**src/rtl/uart_rx.sv**
```systemverilog
`default_nettype none
// ============================================================================
//  Module      : uart_rx
//  Description : Oversampling UART receiver (start / DATA_BITS LSB-first / stop)
//                with framing-error reporting and receiver enable.
//  Revision    : 1.0  initial release
// ============================================================================
module uart_rx #(
   parameter int DATA_BITS  = 8,
   parameter int OVERSAMPLE = 16
) (
   input  logic                 clk,
   input  logic                 rst,
   input  logic                 en,
   input  logic                 baud_tick,
   input  logic                 rx,
   output logic [DATA_BITS-1:0] data,
   output logic                 valid,
   output logic                 frame_err,
   output logic                 busy
);

   localparam int TICK_W = $clog2(OVERSAMPLE);
   localparam int BIT_W  = $clog2(DATA_BITS + 1);

   localparam logic [1:0] c_IDLE  = 2'd0;
   localparam logic [1:0] c_START = 2'd1;
   localparam logic [1:0] c_DATA  = 2'd2;
   localparam logic [1:0] c_STOP  = 2'd3;

   localparam logic [TICK_W-1:0] c_TICK_MID  = TICK_W'(OVERSAMPLE / 2 - 1);
   localparam logic [TICK_W-1:0] c_TICK_LAST = TICK_W'(OVERSAMPLE - 1);
   localparam logic [BIT_W-1:0]  c_LAST_BIT  = BIT_W'(DATA_BITS - 1);

   logic                 r_rx_meta;
   logic                 r_rx_s;
   logic                 r_rx_prev;
   logic [1:0]           r_state;
   logic [TICK_W-1:0]    r_tick_cnt;
   logic [BIT_W-1:0]     r_bit_cnt;
   logic [DATA_BITS-1:0] r_shift;
   logic [DATA_BITS-1:0] r_data;
   logic                 r_valid;
   logic                 r_frame_err;

   logic                 w_fall;
   logic [DATA_BITS-1:0] w_shift_next;

   // The edge detector tracks rx_s every clock, so a line held low after a
   // framing error can never look like a fresh start edge.
   assign w_fall = r_rx_prev & ~r_rx_s;

   generate
      if (DATA_BITS > 1) begin : g_shift_wide
         assign w_shift_next = {r_rx_s, r_shift[DATA_BITS-1:1]};
      end else begin : g_shift_single
         assign w_shift_next = r_rx_s;
      end
   endgenerate

   always_ff @(posedge clk or posedge rst) begin
      if (rst) begin
         r_rx_meta   <= 1'b1;
         r_rx_s      <= 1'b1;
         r_rx_prev   <= 1'b1;
         r_state     <= c_IDLE;
         r_tick_cnt  <= '0;
         r_bit_cnt   <= '0;
         r_shift     <= '0;
         r_data      <= '0;
         r_valid     <= 1'b0;
         r_frame_err <= 1'b0;
      end else begin
         r_rx_meta   <= rx;
         r_rx_s      <= r_rx_meta;
         r_rx_prev   <= r_rx_s;
         r_valid     <= 1'b0;
         r_frame_err <= 1'b0;

         if (!en) begin
            r_state    <= c_IDLE;
            r_tick_cnt <= '0;
            r_bit_cnt  <= '0;
         end else begin
            case (r_state)
               c_IDLE: begin
                  if (w_fall) begin
                     r_state    <= c_START;
                     r_tick_cnt <= '0;
                     r_bit_cnt  <= '0;
                  end
               end

               c_START: begin
                  if (baud_tick) begin
                     if (r_tick_cnt == c_TICK_MID) begin
                        r_tick_cnt <= '0;
                        r_bit_cnt  <= '0;
                        // A start bit that is high again at mid-bit was a glitch.
                        r_state    <= r_rx_s ? c_IDLE : c_DATA;
                     end else begin
                        r_tick_cnt <= r_tick_cnt + 1'b1;
                     end
                  end
               end

               c_DATA: begin
                  if (baud_tick) begin
                     if (r_tick_cnt == c_TICK_LAST) begin
                        r_tick_cnt <= '0;
                        r_shift    <= w_shift_next;
                        if (r_bit_cnt == c_LAST_BIT) begin
                           r_bit_cnt <= '0;
                           r_state   <= c_STOP;
                        end else begin
                           r_bit_cnt <= r_bit_cnt + 1'b1;
                        end
                     end else begin
                        r_tick_cnt <= r_tick_cnt + 1'b1;
                     end
                  end
               end

               c_STOP: begin
                  if (baud_tick) begin
                     if (r_tick_cnt == c_TICK_LAST) begin
                        r_tick_cnt  <= '0;
                        r_data      <= r_shift;
                        r_valid     <= r_rx_s;
                        r_frame_err <= ~r_rx_s;
                        r_state     <= c_IDLE;
                     end else begin
                        r_tick_cnt <= r_tick_cnt + 1'b1;
                     end
                  end
               end

               default: begin
                  r_state    <= c_IDLE;
                  r_tick_cnt <= '0;
                  r_bit_cnt  <= '0;
               end
            endcase
         end
      end
   end

   assign data      = r_data;
   assign valid     = r_valid;
   assign frame_err = r_frame_err;
   assign busy      = (r_state != c_IDLE);

endmodule
`default_nettype wire

```
**config.mk**
```make
export PLATFORM = sky130hd
export DESIGN_NAME = uart_rx
export DESIGN_NICKNAME = d
export VERILOG_FILES = /design/src/rtl/uart_rx.sv
export SDC_FILE = /design/constraint.sdc
export NUM_CORES = 1
export LEC_CHECK = 0
export ABC_CLOCK_PERIOD_IN_PS = 1850
export BUFFER_PORTS_ARGS = -buffer_cell sky130_fd_sc_hd__buf_2
export CORE_UTILIZATION = 35
export CTS_CLUSTER_DIAMETER = 40
export DETAILED_ROUTE_END_ITERATION = 10
export GPL_ROUTABILITY_DRIVEN = 1
export HOLD_SLACK_MARGIN = 0.1
export MAX_ROUTING_LAYER = met4
export PLACE_DENSITY = 0.53
export SYNTH_ARGS = -nofsm -noshare
export SYNTH_HDL_FRONTEND = slang
export SYNTH_SLANG_ARGS = --single-unit
export TNS_END_PERCENT = 50
```
**constraint.sdc**
```tcl
create_clock -name clk -period 1.85 [get_ports clk]
set_input_delay 0.0925 -clock clk [delete_from_list [all_inputs] [get_ports clk]]
set_output_delay 0.0925 -clock clk [all_outputs]
set_load 0.005 [all_outputs]
```
==> flow_summary_export.csv <==
group,metric,value,unit
status,status,"finished, final reports clean",
critical_path,cp-end-kind,"register",
timing,setup_viol,0,
synth,syn_area,0.001485,sq mm
global_route,antenna_found_initial,0,
power,power_frac_seq,0.429,
detailed_routing,wl_met1,1372,um
power,peakVddDrop,0.4672,mV
critical_path,arrival,2010,ps
floorplan,rows,23,
detailed_routing,wl_met3,112,um
placed_design,gp_congestion,0.7557,
timing,slew_headroom,0.7368,
synth,syn_area_per_cell,11.88,sq um
timing,tightestPinTransition,394.8,ps
global_route,grt_pass1_vias,1014,
critical_path,reg2reg_depth,6,
critical_path,cp.required,2070,ps
timing,finalCriticalPeriod,1787,ps
detailed_routing,post-route-drc-count,0,
detailed_routing,vias,1012,
synth,ys_types,38,
placed_design,io_buffers,15,
synth,syn-instance-count,125,
timing,fin_crit_sh,0.9662,
power,intPower,1.206,mW
timing,finClkSkew,4.059,ps
clock_tree,cts_made_buffers,5,
detailed_routing,wl_per_cell,13.37,um
floorplan,chipHeight,67.14,um
clock_tree,cts_sinks,31,
floorplan,initial_utilization,0.3686,
global_route,grt_max_degree,32,
synth,yosys.area.top_type_share,0.4718,
global_route,grt_pass1_wl,4623,um
critical_path,critPathCapture,"r_bit_cnt[3]",
detailed_routing,vias_per_cell,4.937,
job,drv_cap,0,
final_layout,stdcell_area,0.001798,sq mm
detailed_routing,highest_layer,"met4",
clock_tree,cts_root_buf,"clkbuf_8",
global_route,grt-ovfl-total,0,
synth,synth_seq_cells,31,
synth,yosysTopAreaCell,"dfrtp_1",
final_layout,nNetsFinal,165,
final_layout,area_delta_synth_final,21.06,%
global_route,grtUsageTotal,0.1467,
timing,max_freq,559.5,MHz
placed_design,placed_cell_area,0.001652,sq mm
final_layout,drive_gt1_frac,0.4129,
placed_design,dp_hpwl,1864,um
detailed_routing,wl_met2,1194,um
critical_path,critPathKind,"reg2reg",
critical_path,worstReg2RegStart,"r_state[0]",
timing,finalMaxSlewViolations,0,
power,p_clk_frac,0.290,
clock_tree,clk_latency,280,ps
floorplan,die_w,67.14,um
power,leakagePower,0.8722,nW
synth,syn_nets,136,
critical_path,rr_endpoint,"r_bit_cnt[3]",
clock_tree,path_clk_slew,60,ps
power,p_comb_frac,0.281,
timing,hold_ws,125.1,ps
synth,ys_seq_area_frac,0.5249,
floorplan,dieArea,0.004508,sq mm
detailed_routing,drtAntennaViolNets,0,
critical_path,critPathLaunchType,"register",
detailed_routing,first_pass_iters,4,
final_layout,instances_no_fill,205,
clock_tree,cts_tree,"done",
critical_path,crit_start,"r_state[0]",
final_layout,diodes,0,
detailed_routing,wl,2740,um
power,switchingPower,0.5383,mW
clock_tree,htreeDepth,2,
clock_tree,cts_buffer_depth,2,
floorplan,ios,16,
synth,ys_warn_count,0,
critical_path,r2r_slack,60,ps
hold_path,hp-class,"in2reg",
synth,synthTopCellsByArea,"dfrtp_1, mux2_2, dfstp_2",
floorplan,core,0.004029,sq mm
detailed_routing,drt_iter0_markers,14,
timing,hold_viol_final,0,
critical_path,cp_max_fo,8,
placed_design,dp.cells,194,
power,power_density,970.3,mW/mm^2
power,switching_share,0.3085,
worst max-delay path, cell delays in order (launching register included):
cell and delay, ps:
dfrtp_2 460, inv_2 100, ha_4 190, nand2_2 90, or4_1 500, or3_1 310
nand3_1 80
flip-flops by register name (all words and copies together) (netlist names):
signal and cells:
data 8, r_shift 8, r_bit_cnt 4, r_tick_cnt 4, r_state 2, frame_err 1
r_rx_meta 1, r_rx_prev 1, r_rx_s 1, valid 1
logic make-up after synthesis:
logic type / share of synthesized area
compound gates: 0.08172
fa+ha+maj: 0.05055
buf+inv: 0.02779
flops: 0.5249
mux: 0.1457
simple gates: 0.1693
final cells by class:
class                      count  area (sq um)
sequential                    31         780.7
inverter                       4         15.01
timing repair buffer          25         155.1
multi-input combinational     87         703.2
clock buffer                   7         76.32
tap                           50         62.56
clock inverter                 1         5.005
fill                         405          2231
synthesized netlist by cell type (all sizes together):
cell type,count
dfrtp,28
mux2,18
nand2,8
nor2,7
o21ai,7
ha,6
nand3,6
nor3,5
inv,4
o22ai,4
buf,3
dfstp,3
and2,2
and2b,2
nand2b,2
nand4,2
or3,2
a21o,1
a31oi,1
and3b,1
and4,1
mux2i,1
nand4b,1
nor2b,1
nor3b,1
nor4,1
o2111ai,1
o211ai,1
o221ai,1
o31a,1
o31ai,1
or3b,1
or4,1
repair_timing:
item	4_1_cts	5_1_grt
endpoints found under the hold margin	29	0
resized for setup	0	10
buffers inserted	0	1
hold buffers	2	0
endpoints found under the setup margin	1	6
metal layers:
| metal | vias up | track usage |
|---|---|---|
| li1 | 515 | - |
| met1 | 475 | 0.1832 |
| met2 | 16 | 0.2075 |
| met3 | 6 | 0.04730 |
| met4 | 0 | 0.08245 |
| met5 | - | - |
power by group through the flow:
stage / registers [mW] / clock network (mW) / logic [mW]
2_1_floorplan: 0.742 / 0 / 0.305
3_3_place_gp: 0.746 / 0 / 0.410
3_5_place_dp: 0.750 / 0 / 0.417
4_1_cts: 0.738 / 0.523 / 0.424
5_1_grt: 0.753 / 0.555 / 0.549
6_report: 0.749 / 0.505 / 0.491
worst min path at each step:
stage                          endpoint  slack, ps      start  cells past startpoint
final                     r_tick_cnt[0]        130  baud_tick                      3
after global routing      r_tick_cnt[3]        140  baud_tick                      3
after CTS                 r_tick_cnt[0]        120  baud_tick                      3
after detailed placement        data[0]        200        rst                      3
after global placement          data[0]        180        rst                      3
after floorplan               r_rx_meta        100         rx                      0
placed cells by master (no fill, tap or decap), drive strengths merged, types with 2 or more instances in the layout:
master,n
o22ai,4
nor3,5
dfstp,3
inv,4
nand2b,2
nor2,7
buf,23
o21ai,7
and2b,2
nand3,6
clkbuf,7
dlygate4sd3,2
mux2,18
nand4,2
nand2,8
ha,6
and2,2
dfrtp,28
or3,2
per-stage QoR:
step	total power, mW	setup WS [ps]	setup TNS, ps	util
finish	1.745	62.60	0	0.4463
global route	1.856	-8.589	-14.41	0.4463
CTS	1.685	-11.90	-11.90	0.4351
detailed placement	1.167	6.234	0	0.4099
global placement	1.157	55.38	0	0.4099
floorplan	1.047	16.38	0	-
Power figures use the tool's default switching activity.
